## src/rtl/sdram_pkg.sv

```systemverilog
// sdram_pkg: shared FSM encoding, bank width and burst-address helper for the SDRAM frame arbiter
package sdram_pkg;
    typedef enum logic [1:0] {
        IDLE  = 2'd0,
        WRITE = 2'd1,
        READ  = 2'd2
    } state_t;

    localparam int BANK_W = 2;

    function automatic logic [31:0] burst_addr(input logic [31:0] idx, input logic [31:0] len);
        return idx * len;
    endfunction
endpackage

```

## src/rtl/sdram_frame_buf_ctrl.sv

```systemverilog
// sdram_frame_buf_ctrl: ping-pong frame buffer ownership, swap on read frame start, drop on unconsumed overwrite
//   S_CLK, RST                       clock, async active-high reset
//   rd_frame_start / wr_frame_start  grant strobes for burst 0 of a read / write frame
//   wr_frame_end                     ack strobe for the last write burst of a frame
//   rd_sel                           buffer the current read grant must use (post-swap)
//   wr_buf, rd_buf, frame_valid, frame_drop  buffer state and status
module sdram_frame_buf_ctrl (
    input  logic S_CLK,
    input  logic RST,
    input  logic rd_frame_start,
    input  logic wr_frame_start,
    input  logic wr_frame_end,
    output logic rd_sel,
    output logic wr_buf,
    output logic rd_buf,
    output logic frame_valid,
    output logic frame_drop
);
    logic ready;
    logic swap;

    // ready is only set between a write-frame end and the next write-frame start,
    // so a swap can never tear a frame that is still being written
    assign swap   = rd_frame_start && ready;
    assign rd_sel = swap ? wr_buf : rd_buf;

    always_ff @(posedge S_CLK or posedge RST) begin
        if (RST) begin
            wr_buf      <= 1'b0;
            rd_buf      <= 1'b1;
            ready       <= 1'b0;
            frame_valid <= 1'b0;
            frame_drop  <= 1'b0;
        end else begin
            frame_drop <= wr_frame_start && ready;
            if (swap) begin
                rd_buf <= wr_buf;
                wr_buf <= rd_buf;
                ready  <= 1'b0;
            end else if (wr_frame_start && ready) begin
                ready <= 1'b0;
            end else if (wr_frame_end) begin
                ready       <= 1'b1;
                frame_valid <= 1'b1;
            end
        end
    end
endmodule

```

## src/rtl/sdram_frame_arbiter.sv

```systemverilog
// sdram_frame_arbiter: burst-level arbiter between camera write and VGA read paths of a single-port SDRAM
//   S_CLK, RST                 clock, async active-high reset
//   image_rd_en, vga_rd_req    level burst requests (write / read)
//   write_en/write_ack, read_en/read_ack   handshake with the SDRAM command engine
//   addr, bank                 burst start address and bank, stable while an en is high
//   frame_valid, wr_buf, rd_buf, wr_frame_done, frame_drop   frame buffer status
module sdram_frame_arbiter
    import sdram_pkg::*;
#(
    parameter int ADDR_W           = 20,
    parameter int BURST_LEN        = 8,
    parameter int BURSTS_PER_FRAME = 30,
    parameter int BANK_BASE        = 0
) (
    input  logic              S_CLK,
    input  logic              RST,
    input  logic              image_rd_en,
    input  logic              vga_rd_req,
    output logic              write_en,
    input  logic              write_ack,
    output logic              read_en,
    input  logic              read_ack,
    output logic [ADDR_W-1:0] addr,
    output logic [1:0]        bank,
    output logic              frame_valid,
    output logic              wr_buf,
    output logic              rd_buf,
    output logic              wr_frame_done,
    output logic              frame_drop
);
    localparam int                IDX_W = $clog2(BURSTS_PER_FRAME);
    localparam logic [IDX_W-1:0]  LAST  = IDX_W'(BURSTS_PER_FRAME - 1);
    localparam logic [BANK_W-1:0] BASE  = BANK_W'(BANK_BASE);

    state_t           state, state_nxt;
    logic [IDX_W-1:0] wr_idx, rd_idx;
    logic             rd_grant, wr_grant, wr_done, rd_done;
    logic             rd_frame_start, wr_frame_start, wr_frame_end, rd_sel;

    always_ff @(posedge S_CLK or posedge RST) begin
        if (RST) state <= IDLE;
        else     state <= state_nxt;
    end

    always_comb begin
        state_nxt = state;
        if (state == IDLE)
            state_nxt = (vga_rd_req && frame_valid) ? READ : (image_rd_en ? WRITE : IDLE);
        else if ((state == WRITE && write_ack) || (state == READ && read_ack))
            state_nxt = IDLE;
    end

    always_comb begin
        rd_grant       = state == IDLE && state_nxt == READ;
        wr_grant       = state == IDLE && state_nxt == WRITE;
        wr_done        = state == WRITE && write_ack;
        rd_done        = state == READ && read_ack;
        rd_frame_start = rd_grant && rd_idx == '0;
        wr_frame_start = wr_grant && wr_idx == '0;
        wr_frame_end   = wr_done && wr_idx == LAST;
    end

    always_ff @(posedge S_CLK or posedge RST) begin
        if (RST) begin
            write_en      <= 1'b0;
            read_en       <= 1'b0;
            addr          <= '0;
            bank          <= BASE;
            wr_idx        <= '0;
            rd_idx        <= '0;
            wr_frame_done <= 1'b0;
        end else begin
            wr_frame_done <= wr_frame_end;
            if (rd_grant) begin
                read_en <= 1'b1;
                addr    <= ADDR_W'(burst_addr(32'(rd_idx), 32'(BURST_LEN)));
                bank    <= BASE + BANK_W'(rd_sel);
            end else if (wr_grant) begin
                write_en <= 1'b1;
                addr     <= ADDR_W'(burst_addr(32'(wr_idx), 32'(BURST_LEN)));
                bank     <= BASE + BANK_W'(wr_buf);
            end
            if (wr_done) begin
                write_en <= 1'b0;
                wr_idx   <= wr_idx == LAST ? '0 : wr_idx + 1'b1;
            end
            if (rd_done) begin
                read_en <= 1'b0;
                rd_idx  <= rd_idx == LAST ? '0 : rd_idx + 1'b1;
            end
        end
    end

    sdram_frame_buf_ctrl u_buf (
        .S_CLK          (S_CLK),
        .RST            (RST),
        .rd_frame_start (rd_frame_start),
        .wr_frame_start (wr_frame_start),
        .wr_frame_end   (wr_frame_end),
        .rd_sel         (rd_sel),
        .wr_buf         (wr_buf),
        .rd_buf         (rd_buf),
        .frame_valid    (frame_valid),
        .frame_drop     (frame_drop)
    );
endmodule

```

## config.mk

```make
export PLATFORM = sky130hd
export DESIGN_NAME = sdram_frame_arbiter
export DESIGN_NICKNAME = d
export VERILOG_FILES = /design/src/rtl/sdram_pkg.sv /design/src/rtl/sdram_frame_buf_ctrl.sv /design/src/rtl/sdram_frame_arbiter.sv
export SDC_FILE = /design/constraint.sdc
export NUM_CORES = 1
export LEC_CHECK = 0
export ABC_AREA = 1
export CAP_MARGIN = 20
export CORE_MARGIN = 4
export CORE_UTILIZATION = 53
export DETAILED_ROUTE_END_ITERATION = 6
export PLACE_DENSITY = 0.88
export SETUP_SLACK_MARGIN = 0.02
export SLEW_MARGIN = 20
export SYNTH_ARGS = -nofsm -noshare
export SYNTH_HDL_FRONTEND = slang
export SYNTH_HIERARCHICAL = 1
export SYNTH_SLANG_ARGS = --single-unit
```

## constraint.sdc

```tcl
create_clock -name S_CLK -period 3.2 [get_ports S_CLK]
set_input_delay 0.96 -clock S_CLK [delete_from_list [all_inputs] [get_ports S_CLK]]
set_output_delay 0.96 -clock S_CLK [all_outputs]
set_load 0.02 [all_outputs]
```

==> flow_metrics.py, run 1 <==
metrics = {
    "synthesis": {
        "async_reset_ff_frac": 1.00,
        "synthMuxAreaShare": 0,
        "yosys.area_share.adder": 0.0505,
        "ys_seq_area_frac": 0.438,
        "synthFlopType": "dfrtp_1",
        "yosys.area.top_type": "dfrtp_1",
        "yosys.area_share.xor_xnor": 0.0118,
        "syn_inst": 174,
        "synth_cell_types": 24,
        "synth_area_per_cell_um2": 8.55,
        "yosys-top-cells-count": "nand2_1, nand3_1, dfrtp_1",
        "ys_top_cells_by_area": "dfrtp_1, nand3_1, buf_4",
        "synth_compound_area_frac": 0.0555,
        "synth_top_area_frac": 0.421,
        "synth_top_family_by_area": "simple AND/OR/NAND/NOR gates",
        "syn_area_mm2": 0.00149,
        "synth-edff-count": 0,
        "yosys.area_share.simple": 0.285,
        "yosys.cell_count.top_type": "nand2_1",
        "yosys_warnings": 6,
        "synth_seq_cells": 26,
    },
    "clocking": {
        "cts_tree": "yes",
        "cts_setup_buffers": 0,
        "holdBufCountCts": 0,
        "cts_buffer_depth": 2,
        "cts_root_buffer": "clkbuf_4",
        "htree_levels": 1,
        "clock_sinks": 26,
        "numCtsBuffers": 3,
        "cts_resized": 0,
        "clkTransAtPathRegs_ns": 0.14,
        "clk_latency_ns": 0.32,
    },
    "placement": {
        "gp_congestion": 0.845,
        "pre_cts_ws_ns": 0.409,
        "io_buffers": 18,
        "dp_hpwl_mm": 2.31,
    },
    "critical_path": {
        "r2r_slack_ns": 1.38,
        "critPathLaunchType": "input pin",
        "path_max_fanout": 9,
        "arrival_ns": 2.70,
        "crit_chain": "clkdlybuf4s50_1 -> nand2_1 -> inv_1 -> nand2_2 -> nor3_1 -> nand2_2 -> nand2_1 -> nand2_1 -> nand2_1 -> nand3_1",
        "reg2reg_to": "bank[0]$_DFFE_PP0P_",
        "r2r_cells": 8,
        "crit_required_ns": 3.42,
        "cp-end-kind": "flop",
        "crit_top_cell": "nand2_1",
        "crit_type": "input pin to flop",
        "r2r_start": "state[1]$_DFF_PP0_",
        "cp_slowest_cell": "clkdlybuf4s50_1",
        "slowest_delay_ns": 0.46,
    },
    "power_and_ir_drop": {
        "intPower_mw": 0.384,
        "seqPwrFrac": 0.645,
        "p_switching_mw": 0.125,
        "combPwrFrac": 0.067,
        "p_per_area_mw_per_mm2": 310,
        "sw_frac_of_total": 0.246,
        "vdd_ir_drop_max_uv": 221,
        "p_leak_nw": 0.851,
        "pwr-share-clk": 0.288,
    },
    "route": {
        "remaining_drc_errors": 0,
        "routedWlPerCell_um": 13.5,
        "routed_wl_mm": 3.00,
        "post_drt_via_cell_ratio": 5.32,
        "via_count": 1180,
        "drt_iter0_markers": 52,
        "ant_nets": 0,
        "dr.pass1.iters": 5,
    },
    "global_routing": {
        "grt.total_usage": 0.181,
        "antenna_found_initial": 0,
        "grt_pass1_vias": 1167,
        "grt_pass1_wl_mm": 4.97,
        "grt_start_max_net_pins": 22,
        "grt_overflow_total": 0,
    },
    "timing": {
        "fmax_ghz": 0.404,
        "fin_skew_ns": 0.00452,
        "finalSetupViolCount": 0,
        "hold_violations": 0,
        "worst_pin_slew_ns": 0.796,
        "relSlewSlack": 0.469,
        "layout_setup_ws_ns": 0.724,
        "finalSetupTns_ns": 0,
        "min_period_ns": 2.48,
        "timing.hold.ws_ns": 0.516,
        "fin_crit_sh": 0.774,
        "rsz0062_at_grt": "false",
        "drv_slew": 0,
    },
    "floorplanning": {
        "start_util": 0.579,
        "die_w_um": 61.0,
        "die_h_um": 61.0,
        "core-area_mm2": 0.00257,
        "fp-row-count": 18,
        "die_area_mm2": 0.00372,
        "io_pins": 35,
    },
    "hold_path": {
        "hold-path-cell-count": 2,
        "holdPathEnd": "read_en$_DFFE_PP0P_",
        "min_path_type": "flop to flop",
        "hp-start": "read_en$_DFFE_PP0P_",
    },
    "layout": {
        "drive_above_1_share": 0.104,
        "diodes": 0,
        "num-nets-final": 205,
        "area_growth_pct": 10.3,
    },
    "status": {
        "status": "complete, no violations",
    },
    "flow_run": {
        "drv_cap": 0,
    },
}
## stage by stage
step | area [µm²] | utilization | power (mW) | std cells
finish | 1640 | 0.639 | 0.509 | 222
global route | 1640 | 0.639 | 0.522 | 222
CTS | 1640 | 0.639 | 0.513 | 222
detailed placement | 1620 | 0.629 | 0.369 | 218
global placement | 1620 | 0.629 | 0.368 | 218
floorplan | 1540 | - | 0.375 | 189
## final cells by class
cell class                 instances  area, µm²
clock buffer                       4       26.3
fill                             226        926
inverter                          23       86.3
multi-input combinational        121        659
sequential                        26        652
tap                               30       37.5
timing repair buffer              18        180
## flip-flops by register name, summed over array words and instances (netlist names), 2 cells and up
| signal | flops |
|---|---|
| state | 2 |
| addr | 5 |
| rd_idx | 5 |
| wr_idx | 5 |
## worst max path at each step
| stage | startpoint | endpoint | slack (ns) | depth (start not counted) |
|---|---|---|---|---|
| final | vga_rd_req | bank[0]$_DFFE_PP0P_ | 0.72 | 10 |
| after floorplan | vga_rd_req | bank[0]$_DFFE_PP0P_ | 1.08 | 9 |
| after CTS | u_buf/rd_buf$_DFF_PP1_ | rd_buf | 0.73 | 1 |
| after global placement | vga_rd_req | bank[0]$_DFFE_PP0P_ | 0.52 | 10 |
| after global routing | vga_rd_req | bank[0]$_DFFE_PP0P_ | 0.60 | 10 |
| after detailed placement | vga_rd_req | bank[0]$_DFFE_PP0P_ | 0.41 | 10 |
## per-layer routing
| layer | up-vias | GRT usage | wire length (µm) |
|---|---|---|---|
| li1 | 563 | - | - |
| met1 | 560 | 0.202 | 1220 |
| met2 | 50 | 0.334 | 1510 |
| met3 | 7 | 0.0340 | 214 |
| met4 | 0 | 0.0774 | 56 |
| met5 | - | 0 | 0 |
## layout by cell type, fill, tap and decap left out, types with 3 or more instances in the layout
master,instances
ha_1,6
nand2_2,5
nand4_1,6
a21oi_1,3
nand3_1,28
conb_1,16
clkbuf_4,3
o21ai_0,6
nand2_1,31
dfrtp_1,25
clkdlybuf4s50_1,18
nor2_1,6
nor2_2,3
inv_1,22
nand3_2,3
## power by group through the flow
| stage | Sequential (mW) | Combinational [mW] | Clock, mW |
|---|---|---|---|
| global route | 0.329 | 0.0381 | 0.155 |
| global placement | 0.335 | 0.0334 | 0 |
| finish | 0.329 | 0.0341 | 0.146 |
| floorplan | 0.335 | 0.0405 | 0 |
| CTS | 0.329 | 0.0342 | 0.150 |
| detailed placement | 0.335 | 0.0341 | 0 |
## kinds of logic after synthesis
logic type	Yosys count
xor+xnor	2
flops	26
other cells	1
simple gates	85
buf+inv	42
fa+ha+maj	6
compound gates	12
## worst max-delay path: cells and delay by family
family                 cells  cell delay, ns
buffers and inverters      2            0.61
AND/OR/NAND/NOR            8            1.13
Power figures use the tool's default switching activity.
==> inputs of run 2 (changes only) <==
--- a/config.mk
+++ b/config.mk
@@ -8,9 +8,9 @@
 export ABC_AREA = 1
 export CAP_MARGIN = 20
 export CORE_MARGIN = 4
-export CORE_UTILIZATION = 53
+export CORE_UTILIZATION = 49
 export DETAILED_ROUTE_END_ITERATION = 6
-export PLACE_DENSITY = 0.88
+export PLACE_DENSITY = 0.83
 export SETUP_SLACK_MARGIN = 0.02
 export SLEW_MARGIN = 20
 export SYNTH_ARGS = -nofsm -noshare
==> constraint.sdc (replaced) <==
create_clock -name S_CLK -period 2.38 [get_ports S_CLK]
set_input_delay 0.714 -clock S_CLK [delete_from_list [all_inputs] [get_ports S_CLK]]
set_output_delay 0.714 -clock S_CLK [all_outputs]
set_load 0.02 [all_outputs]
==> run 2 against run 1 <==
First-iteration DRC count is 5.8% higher. Clock skew down 0.0015 ns. Flip-flop and latch count stayed put. Sequential share of layout area decreased by 1.3 points. Combinational power increased by 47%. Clock power up 49%. Wire length shrank 3.8%. Clock-buffer cell count unchanged. Largest power group unchanged.
==> flow_metrics.py, run 2 (synthesized netlist as in run 1, its figures left out) <==
metrics = {
    "power_and_ir_drop": {
        "vdd_ir_drop_max_uv": 158,
        "p_switching_mw": 0.163,
        "p_leak_nw": 0.886,
        "seqPwrFrac": 0.623,
        "intPower_mw": 0.547,
        "combPwrFrac": 0.071,
        "p_per_area_mw_per_mm2": 418,
        "pwr-share-clk": 0.307,
        "power.total_mw": 0.710,
        "sw_frac_of_total": 0.229,
    },
    "route": {
        "routed_wl_mm": 2.89,
        "routedWlPerCell_um": 12.6,
        "post_drt_via_cell_ratio": 5.19,
        "remaining_drc_errors": 0,
        "ant_nets": 0,
        "dr.pass1.iters": 4,
        "via_count": 1188,
        "drt_iter0_markers": 55,
    },
    "critical_path": {
        "cp_slowest_cell": "clkdlybuf4s50_1",
        "path_delay_family": "buffers and inverters",
        "reg2reg_to": "bank[0]$_DFFE_PP0P_",
        "path_max_fanout": 3,
        "critPathLaunchType": "flop",
        "r2r_slack_ns": 0.62,
        "worst-path-buf-inv": 1,
        "crit_chain": "clkdlybuf4s50_1",
        "crit_type": "flop to output port",
        "r2r_start": "rd_idx[0]$_DFFE_PP0P_",
        "crit_start": "u_buf/rd_buf$_DFF_PP1_",
        "r2r_cells": 9,
        "arrival_ns": 1.50,
        "crit_required_ns": 1.67,
        "slowest_delay_ns": 0.61,
        "cp-end-kind": "output port",
    },
    "hold_path": {
        "holdPathEnd": "read_en$_DFFE_PP0P_",
        "hp-start": "read_en$_DFFE_PP0P_",
        "min_path_type": "flop to flop",
        "hold-path-cell-count": 2,
    },
    "timing": {
        "fin_skew_ns": 0.00305,
        "relSlewSlack": 0.663,
        "hold_violations": 0,
        "fmax_ghz": 0.453,
        "finalSetupTns_ns": 0,
        "finalSetupViolCount": 0,
        "min_period_ns": 2.21,
        "fin_crit_sh": 0.928,
        "rsz0062_at_grt": "false",
        "drv_slew": 0,
        "worst_pin_slew_ns": 0.505,
    },
    "clocking": {
        "cts_tree": "yes",
        "htree_levels": 1,
        "clk_latency_ns": 0.31,
        "clkTransAtPathRegs_ns": 0.13,
        "holdBufCountCts": 0,
        "cts_setup_buffers": 0,
        "numCtsBuffers": 3,
        "cts_buffer_depth": 2,
        "cts_root_buffer": "clkbuf_4",
        "clock_sinks": 26,
        "cts_resized": 0,
    },
    "placement": {
        "io_buffers": 18,
        "gp_congestion": 0.829,
        "place_area_mm2": 0.00166,
        "dp_hpwl_mm": 2.21,
    },
    "layout": {
        "postLayoutCoreUtil": 0.600,
        "drive_above_1_share": 0.136,
        "fillers": 239,
        "final_common_cell": "nand2_1",
        "mostFrequentLayoutCells": "nand2_1, nand3_1, dfrtp_1, inv_1, clkdlybuf4s50_1",
        "diodes": 0,
        "seq_area_um2": 652,
        "area_growth_pct": 14.1,
        "final_area_mm2": 0.00170,
        "multi_input_area_um2": 659,
        "num-nets-final": 211,
        "largestRegisters": "addr: 5 flops, rd_idx: 5 flops, wr_idx: 5 flops",
    },
    "floorplanning": {
        "core-area_mm2": 0.00283,
        "io_pins": 35,
        "fp-row-count": 19,
        "die_area_mm2": 0.00398,
        "die_w_um": 63.1,
        "die_h_um": 63.1,
        "start_util": 0.526,
    },
    "global_routing": {
        "grt_pass1_wl_mm": 4.97,
        "grt_pass1_vias": 1131,
        "grt_start_max_net_pins": 22,
        "grt_overflow_total": 0,
        "antenna_found_initial": 0,
        "grt.total_usage": 0.153,
    },
    "status": {
        "status": "complete, no violations",
    },
    "flow_run": {
        "drv_cap": 0,
    },
}
-- run 2: cell count changes in the layout (fill, tap and decap cells not counted) --
| cell | delta |
|---|---|
| clkbuf_1 | -1 |
| buf_4 | +6 |
| clkbuf_8 | +1 |
-- run 2: final cells by class --
| class | count | area share |
|---|---|---|
| Multi-Input combinational cell | 121 | 0.388 |
| Inverter | 23 | 0.0508 |
| Tap cell | 31 | 0.0228 |
| Clock buffer | 4 | 0.0214 |
| Sequential cell | 26 | 0.384 |
| Timing Repair Buffer | 24 | 0.133 |
-- run 2: worst min-delay path: stages (launching register included) --
cell	delay, ns
dfrtp_1	0.37
nand2_1	0.06
nand2_1	0.06
-- run 2: how the worst max path moves through the flow --
stage          cells after the start  slack [ns]                  end
2_1_floorplan                      9        0.51  bank[0]$_DFFE_PP0P_
3_3_place_gp                      10        0.16  bank[0]$_DFFE_PP0P_
3_5_place_dp                      10        0.07  bank[0]$_DFFE_PP0P_
4_1_cts                            1        0.16               rd_buf
5_1_grt                            1        0.11               rd_buf
6_report                           1        0.17               rd_buf
-- run 2: stage by stage --
step | hold slack (ns) | setup slack, ns | cells
after floorplan | 0.465 | 0.510 | 189
after global placement | 0.457 | 0.162 | 225
after detailed placement | 0.482 | 0.0672 | 225
after CTS | 0.512 | 0.159 | 229
after global routing | 0.543 | 0.112 | 229
final | 0.510 | 0.170 | 229
-- run 2: power by group through the flow --
stage | combinational (mW) | clock [mW] | sequential (mW)
6_report | 0.0502 | 0.218 | 0.442
5_1_grt | 0.0544 | 0.240 | 0.442
4_1_cts | 0.0499 | 0.221 | 0.442
3_5_place_dp | 0.0498 | 0 | 0.450
3_3_place_gp | 0.0493 | 0 | 0.450
2_1_floorplan | 0.0545 | 0 | 0.450
-- run 2: per-layer routing --
layer / GRT usage / up-vias / part of all wire
met5: 0 / - / 0
met4: 0.0579 / 0 / 0.015
met3: 0.0160 / 5 / 0.052
met2: 0.271 / 47 / 0.50
li1: - / 574 / -
met1: 0.191 / 562 / 0.43
